$ cat src/rtl/serial_bit_source.sv
// Parallel-to-serial front end for the single-bit detector FSMs: one word per
// frame, then GAP_CYCLES forced-zero cycles. Optional parity bit: SERIAL_PARITY_EN.
module serial_bit_source #(
    parameter int unsigned WIDTH      = 8,
    parameter bit          LSB_FIRST  = 1'b0,
    parameter int unsigned GAP_CYCLES = 1
) (
    input  logic             clk,
    input  logic             rst,
    input  logic [WIDTH-1:0] in_data,
    input  logic             in_valid,
    output logic             in_ready,
    output logic             bit_out,
    output logic             bit_valid,
    output logic             busy,
    output logic             frame_done
);

`ifdef SERIAL_PARITY_EN
    localparam int unsigned FRAME_LEN = WIDTH + 1;
`else
    localparam int unsigned FRAME_LEN = WIDTH;
`endif
    localparam int unsigned CW = $clog2(WIDTH + 2);
    localparam int unsigned GW = (GAP_CYCLES > 1) ? $clog2(GAP_CYCLES) : 1;
    localparam logic [CW-1:0] CNT_LOAD = CW'(FRAME_LEN - 1);
    localparam logic [GW-1:0] GAP_LOAD = GW'((GAP_CYCLES > 0) ? GAP_CYCLES - 1 : 0);

    typedef enum logic [1:0] {
        S_IDLE,
        S_SHIFT,
        S_GAP
    } state_t;

    state_t               r_state;
    logic [FRAME_LEN-1:0] r_shift;
    logic [CW-1:0]        r_cnt;
    logic [GW-1:0]        r_gap;
    logic                 r_bit_valid;
    logic                 r_frame_done;
    logic [FRAME_LEN-1:0] w_load;
    logic [FRAME_LEN-1:0] w_shifted;

    // Parity sits at the tail of the frame, so it is placed beyond the last data bit
    // in whichever direction the register drains.
    always_comb begin
`ifdef SERIAL_PARITY_EN
        w_load = LSB_FIRST ? {^in_data, in_data} : {in_data, ^in_data};
`else
        w_load = in_data;
`endif
        w_shifted = LSB_FIRST ? (r_shift >> 1) : (r_shift << 1);
    end

    always_ff @(posedge clk or posedge rst) begin
        if (rst) begin
            r_state      <= S_IDLE;
            r_shift      <= '0;
            r_cnt        <= '0;
            r_gap        <= '0;
            r_bit_valid  <= 1'b0;
            r_frame_done <= 1'b0;
        end else begin
            case (r_state)
                S_IDLE: begin
                    if (in_valid) begin
                        r_shift      <= w_load;
                        r_cnt        <= CNT_LOAD;
                        r_bit_valid  <= 1'b1;
                        r_frame_done <= 1'b0;
                        r_state      <= S_SHIFT;
                    end
                end
                S_SHIFT: begin
                    if (r_cnt == '0) begin
                        r_shift      <= '0;
                        r_bit_valid  <= 1'b0;
                        r_frame_done <= 1'b0;
                        if (GAP_CYCLES > 0) begin
                            r_gap   <= GAP_LOAD;
                            r_state <= S_GAP;
                        end else begin
                            r_state <= S_IDLE;
                        end
                    end else begin
                        r_shift      <= w_shifted;
                        r_cnt        <= r_cnt - 1'b1;
                        r_frame_done <= (r_cnt == CW'(1));
                    end
                end
                S_GAP: begin
                    if (r_gap == '0) r_state <= S_IDLE;
                    else             r_gap   <= r_gap - 1'b1;
                end
                default: r_state <= S_IDLE;
            endcase
        end
    end

    // The head bit of the register is the serial output; the register is all-zero
    // outside SHIFT, which keeps bit_out low in IDLE and GAP.
    assign bit_out    = LSB_FIRST ? r_shift[0] : r_shift[FRAME_LEN-1];
    assign bit_valid  = r_bit_valid;
    assign frame_done = r_frame_done;
    assign busy       = (r_state != S_IDLE);
    assign in_ready   = (r_state == S_IDLE) && !rst;

endmodule

$ cat config.mk
export PLATFORM = sky130hd
export DESIGN_NAME = serial_bit_source
export DESIGN_NICKNAME = d
export VERILOG_FILES = /design/src/rtl/serial_bit_source.sv
export SDC_FILE = /design/constraint.sdc
export NUM_CORES = 1
export LEC_CHECK = 0
export CORE_MARGIN = 2
export CORE_UTILIZATION = 50
export CTS_BUF_LIST = sky130_fd_sc_hd__clkbuf_4
export CTS_CLUSTER_DIAMETER = 200
export DETAILED_ROUTE_END_ITERATION = 7
export PLACE_DENSITY = 0.79
export SETUP_SLACK_MARGIN = 0.3
export SLEW_MARGIN = 5
export SYNTH_ARGS = -nofsm -noshare
export SYNTH_HDL_FRONTEND = slang
export SYNTH_SLANG_ARGS = --single-unit
$ cat constraint.sdc
create_clock -name clk -period 1.85 [get_ports clk]
set_input_delay 0.185 -clock clk [delete_from_list [all_inputs] [get_ports clk]]
set_output_delay 0.185 -clock clk [all_outputs]
set_load 0.01 [all_outputs]
==> implementation parameters, run 1 <==
Parameter                              Value

Global routing
  Maximum number of pins on one net before global-route repair ... 17
  Overall fraction of global-route tracks in use ... 19.5%
  Via count of the first global-routing pass ... 629
  Number of antenna violations at the first check in global routing ... 0
  Grt ovf ... 0
  Wire length of the first global-routing pass ... 2.66 mm

Layout
  Area of the multi-input gates ... 313 um2
  FF+latch area ... 402 um2
  Fraction of the core area covered by cells at the end of the flow ... 71.4%
  Filler-free cell count of the finished design ... 99
  Number of inserted filler cells in the final layout ... 105
  Area Growth Syn to Fin ... 29.4%
  Count of inserted antenna diode cells ... 0
  Net count, final ... 99
  Layout cells sized above 1 ... 19.0%

Clock network
  Clock-pin transition on the worst setup and hold timing paths ... 0.09 ns
  Number of buffers inserted by hold repair at cts ... 0
  # clock sinks ... 16
  Number of CTS-inserted buffers ... 3
  Number of H-tree branching levels ... 1
  Clock latency reported for the late side of the worst-skew pair ... 0.28 ns
  Clock root buffer master ... sky130_fd_sc_hd__clkbuf_4
  Clock tree from TritonCTS ... yes
  Number of buffers on the longest clock path ... 2

Power
  Leakage power ... 0.464 nW
  Sw Ratio ... 35.9%
  Cell internal pwr ... 0.993 mW
  Comb power frac ... 48.8%
  Worst ir drop on vdd ... 0.795 mV
  Part of the power in the clock network ... 11.7%
  Net load switching power ... 0.555 mW
  Total power after layout ... 1.55 mW
  Pwr dens ... 1630 mW/mm2
  Part of the power in registers ... 39.5%

Die
  Boundary Pins ... 16
  Core Region ... 0.00133 mm2
  Die Wd ... 42.4 um
  Chip height ... 42.4 um
  Site row count ... 13
  Starting density of the core ... 55.2%
  Die footprint ... 0.00179 mm2

Setup path
  Slack of the worst reg-to-reg path ... 0.43 ns
  Worst r2r src ... r_cnt[0]$_DFFE_PP0P_
  Reg-to-reg critical path endpoint ... r_shift[4]$_DFFE_PP0P_
  Critical path arrival ... 1.25 ns
  Critical Path Start Type ... flip-flop
  Endpoint kind of the worst setup timing path ... primary output
  Classification of the worst setup path ... flip-flop to primary output
  R2r worst-path depth ... 5
  Crit path required time ... 1.66 ns
  Largest fanout of any net on the critical path ... 2

STA
  Worst-Margin Slew ... 0.605 ns
  Final cycle utilization of the critical path ... 77.8%
  Final hold viol count ... 0
  Clk_skew ... 0.00156 ns
  Peak Freq ... 695 MHz
  Final count of pins violating max slew ... 0
  Post-route minimum period ... 1.44 ns
  Number of setup violations in the final report ... 0
  Normalized max-slew margin ... 59.6%
  Aggregate negative setup slack ... 0 ns
  Setup repair after global routing missed its margin ... false
  Worst-case hold slack ... 0.294 ns

Synth
  Sequential fraction of the synthesis area ... 54.4%
  Number of flip-flops and latches in the synthesized netlist ... 16
  Post-Syn Nets ... 75
  Ys Warns ... 0
  Cell Area, Synth ... 736 um2
  Post-Synthesis Cells ... 62
  Synth Area per Inst ... 11.9 um2
  Unique cell type count in the Yosys netlist ... 24

Drt
  Detailed-router iteration count before antenna repair ... 4
  DRT antenna net count ... 0
  Total wirelength of the detailed-routed design ... 1.50 mm
  Average routed wire per standard cell ... 15.2 um
  Routed via count divided by cell count ... 5.93
  Remaining design rule violation count ... 0
  Vias ... 587
  Initial detailed-routing violation count ... 11

Place
  Final RePlAce weighted congestion ... 0.757
  Detailed-placement wirelength estimate ... 1.08 mm
  Count of buffers inserted at the top-level ports ... 15
  Number of placed instances, taps included ... 94

Outcome
  Run status ... finished, final reports clean

Worst hold path
  Class of the tightest hold or removal check ... input pin to async pin

Job
  Max-cap violations ... 0
## how the worst max path moves through the flow
| stage | to | startpoint | slack [ns] |
|---|---|---|---|
| finish | busy | r_state[1]$_DFFE_PP0P_ | 0.41 |
| global route | in_ready | r_state[0]$_DFFE_PP0P_ | 0.33 |
| CTS | in_ready | r_state[0]$_DFFE_PP0P_ | 0.29 |
| detailed placement | in_ready | r_state[0]$_DFFE_PP0P_ | 0.23 |
| global placement | in_ready | r_state[0]$_DFFE_PP0P_ | 0.33 |
| floorplan | r_shift[1]$_DFFE_PP0P_ | r_cnt[0]$_DFFE_PP0P_ | 0.55 |
## critical path, stage by stage (launching register included)
cell	delay, ns
sky130_fd_sc_hd__dfrtp_1	0.39
sky130_fd_sc_hd__or2_2	0.30
sky130_fd_sc_hd__dlygate4sd2_1	0.29
## cells in the final DEF (no fill, tap or decap), types with 2 or more instances in the layout
| master | count |
|---|---|
| sky130_fd_sc_hd__a221o_1 | 7 |
| sky130_fd_sc_hd__and3_1 | 7 |
| sky130_fd_sc_hd__buf_4 | 5 |
| sky130_fd_sc_hd__clkbuf_4 | 3 |
| sky130_fd_sc_hd__clkdlybuf4s50_1 | 13 |
| sky130_fd_sc_hd__dfrtp_1 | 15 |
| sky130_fd_sc_hd__ha_1 | 2 |
| sky130_fd_sc_hd__inv_1 | 4 |
| sky130_fd_sc_hd__mux2i_1 | 2 |
| sky130_fd_sc_hd__nand3_1 | 2 |
| sky130_fd_sc_hd__nor2_1 | 4 |
| sky130_fd_sc_hd__nor3b_1 | 2 |
| sky130_fd_sc_hd__or2_2 | 2 |
## power by group through the flow
stage	Clock, mW	Combinational [mW]	Sequential (mW)
2_1_floorplan	0	0.478	0.618
3_3_place_gp	0	0.704	0.627
3_5_place_dp	0	0.728	0.637
4_1_cts	0.184	0.765	0.611
5_1_grt	0.197	0.842	0.629
6_report	0.181	0.756	0.611
## registers in the layout (all words and copies together), names as in the netlist
register	flops
r_state	2
frame_done	1
r_cnt	4
r_shift	8
bit_valid	1
## cells by family after synthesis
group | after synthesis | synth area share [%]
buffers and inverters | 5 | 3.06
AO/OA/AOI/OAI | 14 | 18.0
flip-flops | 16 | 54.4
AND/OR/NAND/NOR | 23 | 18.4
adder cells (fa/ha/maj) | 2 | 3.40
multiplexers | 2 | 2.72
## final cells by class
| class | count | area share (%) |
|---|---|---|
| clock buffers | 3 | 2.37 |
| inverters | 4 | 1.58 |
| multi-input cells | 41 | 32.9 |
| flip-flops and latches | 16 | 42.2 |
| well taps | 15 | 1.97 |
| repair buffers | 20 | 19.1 |
## stage by stage
stage | area (um2) | worst slack [ns]
after floorplan | 736 | 0.553
after CTS | 956 | 0.285
after detailed placement | 920 | 0.226
after global routing | 952 | 0.331
after global placement | 920 | 0.327
final | 952 | 0.411
## Yosys cell counts
master	number	area share [%]
sky130_fd_sc_hd__nand2b_2	1	1.2
sky130_fd_sc_hd__o21ba_2	1	1.4
sky130_fd_sc_hd__o21bai_2	1	1.5
sky130_fd_sc_hd__a211o_2	1	1.4
sky130_fd_sc_hd__ha_1	2	3.4
sky130_fd_sc_hd__a22o_1	1	1.2
sky130_fd_sc_hd__nand3_1	2	1.4
sky130_fd_sc_hd__and3_1	7	6.0
sky130_fd_sc_hd__o21bai_1	1	1.0
sky130_fd_sc_hd__or3_1	1	0.85
sky130_fd_sc_hd__or2_2	2	1.7
sky130_fd_sc_hd__a32o_1	1	1.4
sky130_fd_sc_hd__a21oi_1	1	0.68
sky130_fd_sc_hd__nor3b_1	2	2.0
sky130_fd_sc_hd__a221o_1	7	9.5
sky130_fd_sc_hd__nand3b_1	1	1.0
sky130_fd_sc_hd__dfrtp_1	16	54
sky130_fd_sc_hd__nor3_1	1	0.68
sky130_fd_sc_hd__inv_1	4	2.0
sky130_fd_sc_hd__buf_4	1	1.0
sky130_fd_sc_hd__mux2i_1	2	2.7
sky130_fd_sc_hd__nor2_1	4	2.0
sky130_fd_sc_hd__or4_1	1	1.0
sky130_fd_sc_hd__nand2_1	1	0.51
## routing by layer
metal | GRT usage [%] | vias up | wire length (um)
li1 | - | 282 | -
met2 | 34.2 | 12 | 759
met4 | 10.6 | 0 | 36
met1 | 22.6 | 288 | 653
met5 | 0 | - | 0
met3 | 3.02 | 5 | 51
## timing repair
item                                   4_1_cts  5_1_grt
buffers inserted                             2        0
setup endpoints to repair                    2        1
endpoints found under the hold margin        0        0
resized for setup                            3        2
(Power assumes the default switching activity.)
==> run 2: changes to the inputs <==
--- a/config.mk
+++ b/config.mk
@@ -6,11 +6,11 @@
 export NUM_CORES = 1
 export LEC_CHECK = 0
 export CORE_MARGIN = 2
-export CORE_UTILIZATION = 50
+export CORE_UTILIZATION = 46
 export CTS_BUF_LIST = sky130_fd_sc_hd__clkbuf_4
 export CTS_CLUSTER_DIAMETER = 200
 export DETAILED_ROUTE_END_ITERATION = 7
-export PLACE_DENSITY = 0.79
+export PLACE_DENSITY = 0.76
 export SETUP_SLACK_MARGIN = 0.3
 export SLEW_MARGIN = 5
 export SYNTH_ARGS = -nofsm -noshare
==> constraint.sdc (replaced) <==
create_clock -name clk -period 1.27 [get_ports clk]
set_input_delay 0.127 -clock clk [delete_from_list [all_inputs] [get_ports clk]]
set_output_delay 0.127 -clock clk [all_outputs]
set_load 0.01 [all_outputs]
==> run 2 against run 1 <==
  * The flow now finishes with violations (setup timing)
  * Worst hold slack worse by 0.079 ns
  * Register-to-register slack worse by 0.53 ns
  * Flip-flop and latch count is the same
  * Sequential power increased by 47%
  * Die area rose by 7.8%
  * Wire length rose by 25%
  * Non-clock buffer count rose by 15
  * Via count is 18% higher
  * Clock skew is 0.0067 ns higher
  * Final cell count increased by 18%
==> implementation parameters, run 2 (synthesis results as in run 1) <==
Parameter                              Value

Outcome
  Run status ... complete, but fails checks
  Failing checks ... setup timing

Layout
  Fraction of the core area covered by cells at the end of the flow ... 78.4%
  Largest registers in the final layout ... r_shift: 8 flops, r_cnt: 4 flops, r_state: 2 flops
  Area Growth Syn to Fin ... 60.5%
  Filler-free cell count of the finished design ... 117
  Max FFs per register ... 8
  Top library cells by usage in the layout, fill and taps aside ... 15 x sky130_fd_sc_hd__dfrtp_1, 15 x sky130_fd_sc_hd__buf_4, 10 x sky130_fd_sc_hd__clkdlybuf4s50_1, 8 x sky130_fd_sc_hd__buf_6
  Register with the highest flop count ... r_shift
  Layout cells sized above 1 ... 46.5%
  Net count, final ... 115
  Count of inserted antenna diode cells ... 0

Clock network
  Clock-pin transition on the worst setup and hold timing paths ... 0.10 ns
  Clock latency reported for the late side of the worst-skew pair ... 0.30 ns
  Number of CTS-inserted buffers ... 3
  Number of H-tree branching levels ... 1
  # clock sinks ... 16
  Clock tree from TritonCTS ... yes
  Clock root buffer master ... sky130_fd_sc_hd__clkbuf_4
  Number of buffers on the longest clock path ... 2

Setup path
  Number of stages on the worst setup path ... 3
  Reg-to-reg critical path endpoint ... r_cnt[3]$_DFFE_PP0P_
  Classification of the worst setup path ... flip-flop to flip-flop
  Crit path required time ... 1.51 ns
  Cell breakdown of the critical path ... or3_4 -> or4_4 -> nand3_2
  Worst setup path startpoint ... r_cnt[2]$_DFFE_PP0P_
  Worst setup path end ... r_cnt[3]$_DFFE_PP0P_
  Crit path buf inv count ... 0
  Delay of the slowest critical-path stage ... 0.43 ns
  R2r worst-path depth ... 3
  Master of the slowest instance on the critical path ... sky130_fd_sc_hd__or4_4
  CP delay by family, top ... simple AND/OR/NAND/NOR gates
  Endpoint kind of the worst setup timing path ... flip-flop
  Slack of the worst reg-to-reg path ... -0.10 ns
  Largest fanout of any net on the critical path ... 3
  Critical Path Start Type ... flip-flop
  Critical path arrival ... 1.61 ns
  Worst r2r src ... r_cnt[2]$_DFFE_PP0P_

Drt
  Total wirelength of the detailed-routed design ... 1.88 mm
  Routed via count divided by cell count ... 5.91
  Remaining design rule violation count ... 0
  Vias ... 691
  DRT antenna net count ... 0
  Initial detailed-routing violation count ... 31
  Detailed-router iteration count before antenna repair ... 4
  Average routed wire per standard cell ... 16.0 um

Place
  Number of placed instances, taps included ... 105
  Detailed-placement wirelength estimate ... 1.13 mm
  Count of buffers inserted at the top-level ports ... 15
  Final RePlAce weighted congestion ... 0.763

STA
  Final count of pins violating max slew ... 0
  Aggregate negative setup slack ... -0.373 ns
  Worst-Margin Slew ... 0.287 ns
  Final hold viol count ... 0
  Normalized max-slew margin ... 80.8%
  Number of setup violations in the final report ... 10
  Peak Freq ... 729 MHz
  Clk_skew ... 0.00826 ns
  Final cycle utilization of the critical path ... 108%
  Post-route minimum period ... 1.37 ns
  Setup repair after global routing missed its margin ... true
  Final Worst Setup Slack ... -0.102 ns

Global routing
  Grt ovf ... 0
  Via count of the first global-routing pass ... 678
  Overall fraction of global-route tracks in use ... 21.8%
  Wire length of the first global-routing pass ... 3.00 mm
  Maximum number of pins on one net before global-route repair ... 17
  Number of antenna violations at the first check in global routing ... 0

Die
  Chip height ... 44.0 um
  Site row count ... 14
  Die Wd ... 44.0 um
  Die footprint ... 0.00194 mm2
  Boundary Pins ... 16
  Core Region ... 0.00151 mm2
  Starting density of the core ... 48.8%

Power
  Total power after layout ... 2.91 mW
  Leakage power ... 0.574 nW
  Pwr dens ... 2470 mW/mm2
  Worst ir drop on vdd ... 1.38 mV

Worst hold path
  Class of the tightest hold or removal check ... input pin to async pin

Job
  Max-cap violations ... 0
==> run 2: cell types whose count changed in the layout (fill, tap and decap cells not counted), sizes merged <==
cell           delta
buf              +20
clkbuf            -1
clkdlybuf4s50     -3
clkinv            +1
dlygate4sd2       -1
nand2b            +1
==> run 2: layer usage <==
| metal | vias to the layer above | routed length [um] | global-route usage [%] |
|---|---|---|---|
| met5 | - | 0 | 0 |
| met4 | 0 | 46 | 10.9 |
| met3 | 5 | 120 | 3.75 |
| met2 | 33 | 982 | 39.1 |
| met1 | 339 | 728 | 24.6 |
| li1 | 314 | - | - |
==> run 2: cell type report <==
class	instances	area [um2]
Inverter	4	15.0
Clock buffer	3	22.5
Timing Repair Buffer	35	313
Sequential cell	16	402
Tap cell	16	20.0
Fill cell	91	325
Clock inverter	1	3.75
Multi-Input combinational cell	42	405
==> run 2: report_power, final <==
group / switching (mW) / leakage (nW) / total [mW] / internal [mW]
sequential: 0.159 / 0.195 / 0.899 / 0.740
clock: 0.168 / 0.0154 / 0.282 / 0.115
combinational: 0.724 / 0.363 / 1.73 / 1.01
total: 1.05 / 0.574 / 2.91 / 1.86
==> run 2: worst min-delay path, cell delays in order <==
cell and delay, ns:
sky130_fd_sc_hd__clkdlybuf4s50_1 0.46, sky130_fd_sc_hd__inv_1 0.07, sky130_fd_sc_hd__buf_4 0.23
==> run 2: through the flow <==
step / setup slack [ns] / hold WS, ns / instance area (um2)
after floorplan: 0.00479 / 0.0407 / 776
after global placement: -0.0986 / 0.487 / 1030
after detailed placement: -0.133 / 0.484 / 1030
after CTS: -0.0830 / 0.229 / 1140
after global routing: -0.123 / 0.266 / 1180
final: -0.102 / 0.216 / 1180
==> run 2: worst min-delay path by stage <==
stage                                       from                      to  slack [ns]  cells past startpoint
after floorplan                              rst   bit_valid$_DFFE_PP0P_        0.04                      1
after global placement    frame_done$_DFFE_PP0P_  frame_done$_DFFE_PP0P_        0.49                      1
after detailed placement  frame_done$_DFFE_PP0P_  frame_done$_DFFE_PP0P_        0.48                      1
after CTS                                    rst  r_shift[6]$_DFFE_PP0P_        0.23                      3
after global routing                         rst  r_shift[6]$_DFFE_PP0P_        0.27                      3
final                                        rst  r_shift[3]$_DFFE_PP0P_        0.22                      3
==> run 2: what timing repair did <==
action,in CTS,in global routing
hold buffers,0,0
gates resized for setup,32,6
setup endpoints to repair,21,20
gates cloned,1,0
pin swaps,11,2
buffers inserted,4,3
==> run 3: changes to the inputs <==
--- a/config.mk
+++ b/config.mk
@@ -5,11 +5,13 @@
 export SDC_FILE = /design/constraint.sdc
 export NUM_CORES = 1
 export LEC_CHECK = 0
+export ABC_CLOCK_PERIOD_IN_PS = 1270
 export CORE_MARGIN = 2
 export CORE_UTILIZATION = 46
 export CTS_BUF_LIST = sky130_fd_sc_hd__clkbuf_4
 export CTS_CLUSTER_DIAMETER = 200
 export DETAILED_ROUTE_END_ITERATION = 7
+export MAX_ROUTING_LAYER = met4
 export PLACE_DENSITY = 0.76
 export SETUP_SLACK_MARGIN = 0.3
 export SLEW_MARGIN = 5
==> run 3 against run 2 <==
  * The run still ends with setup timing left
  * Utilization stayed put
  * Flip-flop and latch count stayed put
  * Worst hold slack better by 0.00087 ns
  * Combinational power hardly changed
  * Sequential share of layout area stayed put
  * First-iteration DRC count stayed put
  * Global-route usage is 0.68 points higher
  * Final area stayed put
  * Worst setup slack worse by 0.0014 ns
  * Critical path depth stayed put
==> implementation parameters, run 3 (synthesis results as in run 1) <==
Parameter                              Value

Outcome
  Run status ... complete, but fails checks
  Failing checks ... setup timing

Global routing
  Wire length of the first global-routing pass ... 3.00 mm
  Via count of the first global-routing pass ... 678
  Overall fraction of global-route tracks in use ... 22.5%
  Maximum number of pins on one net before global-route repair ... 17
  Number of antenna violations at the first check in global routing ... 0
  Grt ovf ... 0

Layout
  Count of inserted antenna diode cells ... 0
  Layout cells sized above 1 ... 46.5%
  Max FFs per register ... 8
  Area Growth Syn to Fin ... 60.5%
  Largest registers in the final layout ... r_shift: 8 flops, r_cnt: 4 flops, r_state: 2 flops
  Area of the multi-input gates ... 405 um2
  Net count, final ... 115
  FF+latch area ... 402 um2
  Top library cells by usage in the layout, fill and taps aside ... 15 x sky130_fd_sc_hd__dfrtp_1, 15 x sky130_fd_sc_hd__buf_4, 10 x sky130_fd_sc_hd__clkdlybuf4s50_1, 8 x sky130_fd_sc_hd__buf_6
  Register with the highest flop count ... r_shift
  Number of inserted filler cells in the final layout ... 91

Clock network
  Clock root buffer master ... sky130_fd_sc_hd__clkbuf_4
  Clock tree from TritonCTS ... yes
  # clock sinks ... 16
  Clock latency reported for the late side of the worst-skew pair ... 0.30 ns
  Number of CTS-inserted buffers ... 3
  Number of buffers on the longest clock path ... 2
  Clock-pin transition on the worst setup and hold timing paths ... 0.10 ns
  Number of H-tree branching levels ... 1

Setup path
  Classification of the worst setup path ... flip-flop to flip-flop
  Master of the slowest instance on the critical path ... sky130_fd_sc_hd__or4_4
  Endpoint kind of the worst setup timing path ... flip-flop
  Largest fanout of any net on the critical path ... 3
  Cell breakdown of the critical path ... or3_4 -> or4_4 -> nand3_2
  Slack of the worst reg-to-reg path ... -0.10 ns
  Critical Path Start Type ... flip-flop
  Crit path required time ... 1.51 ns
  Worst setup path end ... r_cnt[3]$_DFFE_PP0P_
  Crit path buf inv count ... 0
  R2r worst-path depth ... 3
  Reg-to-reg critical path endpoint ... r_cnt[3]$_DFFE_PP0P_
  Critical path arrival ... 1.61 ns
  Worst r2r src ... r_cnt[2]$_DFFE_PP0P_
  CP delay by family, top ... simple AND/OR/NAND/NOR gates
  Number of stages on the worst setup path ... 3
  Worst setup path startpoint ... r_cnt[2]$_DFFE_PP0P_
  Delay of the slowest critical-path stage ... 0.43 ns

Drt
  Detailed-router iteration count before antenna repair ... 4
  DRT antenna net count ... 0
  Routed via count divided by cell count ... 6.01
  Initial detailed-routing violation count ... 31
  Vias ... 703
  Total wirelength of the detailed-routed design ... 1.91 mm
  Remaining design rule violation count ... 0
  Average routed wire per standard cell ... 16.3 um

STA
  Worst-Margin Slew ... 0.285 ns
  Final count of pins violating max slew ... 0
  Peak Freq ... 728 MHz
  Clk_skew ... 0.00808 ns
  Number of setup violations in the final report ... 10
  Normalized max-slew margin ... 81.0%
  Worst-case hold slack ... 0.217 ns
  Post-route minimum period ... 1.37 ns
  Final hold viol count ... 0
  Setup repair after global routing missed its margin ... true
  Final cycle utilization of the critical path ... 108%
  Final Worst Setup Slack ... -0.104 ns

Die
  Die footprint ... 0.00194 mm2
  Chip height ... 44.0 um
  Core Region ... 0.00151 mm2
  Site row count ... 14
  Boundary Pins ... 16
  Starting density of the core ... 48.8%
  Die Wd ... 44.0 um

Power
  Comb power frac ... 59.5%
  Net load switching power ... 1.06 mW
  Cell internal pwr ... 1.86 mW
  Worst ir drop on vdd ... 1.38 mV
  Pwr dens ... 2470 mW/mm2
  Sw Ratio ... 36.2%
  Leakage power ... 0.574 nW
  Part of the power in registers ... 30.8%
  Part of the power in the clock network ... 9.7%

Place
  Detailed-placement wirelength estimate ... 1.13 mm
  Pre-CTS setup slack ... -0.133 ns
  Final RePlAce weighted congestion ... 0.773
  Count of buffers inserted at the top-level ports ... 15

Worst hold path
  Class of the tightest hold or removal check ... input pin to async pin

Job
  Max-cap violations ... 0
==> run 3: cell counts in the layout (fill, tap and decap cells not counted) <==
No cell type changed its count.
==> run 3: timing repair <==
item | CTS | global route
resized for setup | 32 | 6
setup endpoints to repair | 21 | 20
buffers inserted | 4 | 3
gates cloned | 1 | 0
pin swaps | 11 | 2
hold buffers | 0 | 0
==> run 3: stage by stage <==
stage / power, mW / util, % / instances / setup TNS [ns] / cell area, um2
final: 2.92 / 78.4 / 117 / -0.428 / 1180
after global routing: 3.07 / 78.4 / 117 / -0.885 / 1180
after CTS: 2.76 / 75.6 / 114 / -0.359 / 1140
after detailed placement: 2.26 / 68.5 / 105 / -1.09 / 1030
after global placement: 2.20 / 68.5 / 105 / -0.867 / 1030
after floorplan: 1.71 / - / 62 / 0 / 776
==> run 3: tightest hold or removal path, delay by kind of cell <==
kind | cells | cell delay [ns]
buffers and inverters | 3 | 0.76
==> run 3: cell type report <==
class | count | area share [%]
Multi-Input combinational cell | 42 | 34.3
Sequential cell | 16 | 34.0
Timing Repair Buffer | 35 | 26.5
Clock buffer | 3 | 1.91
Tap cell | 16 | 1.69
Inverter | 4 | 1.27
Clock inverter | 1 | 0.318
==> run 3: worst min-delay path by stage <==
stage / from / cells past startpoint / end
after global placement: frame_done$_DFFE_PP0P_ / 1 / frame_done$_DFFE_PP0P_
after CTS: rst / 3 / r_shift[6]$_DFFE_PP0P_
after detailed placement: frame_done$_DFFE_PP0P_ / 1 / frame_done$_DFFE_PP0P_
after global routing: rst / 3 / r_shift[6]$_DFFE_PP0P_
final: rst / 3 / r_shift[3]$_DFFE_PP0P_
after floorplan: rst / 1 / bit_valid$_DFFE_PP0P_
==> run 3: power by group through the flow <==
stage          combinational (mW)  clock (mW)  sequential [mW]
2_1_floorplan               0.795           0            0.919
6_report                     1.74       0.282            0.899
3_5_place_dp                 1.37           0            0.888
5_1_grt                      1.84       0.306            0.919
4_1_cts                      1.61       0.278            0.877
3_3_place_gp                 1.32           0            0.880
==> run 3: routing by layer <==
layer / part of all wire [%] / routed length, um / global-route usage, %
met1: 39 / 746 / 24.6
met2: 51 / 970 / 39.1
met3: 7.1 / 135 / 3.75
met4: 2.8 / 53 / 10.9
met5: 0 / 0 / -
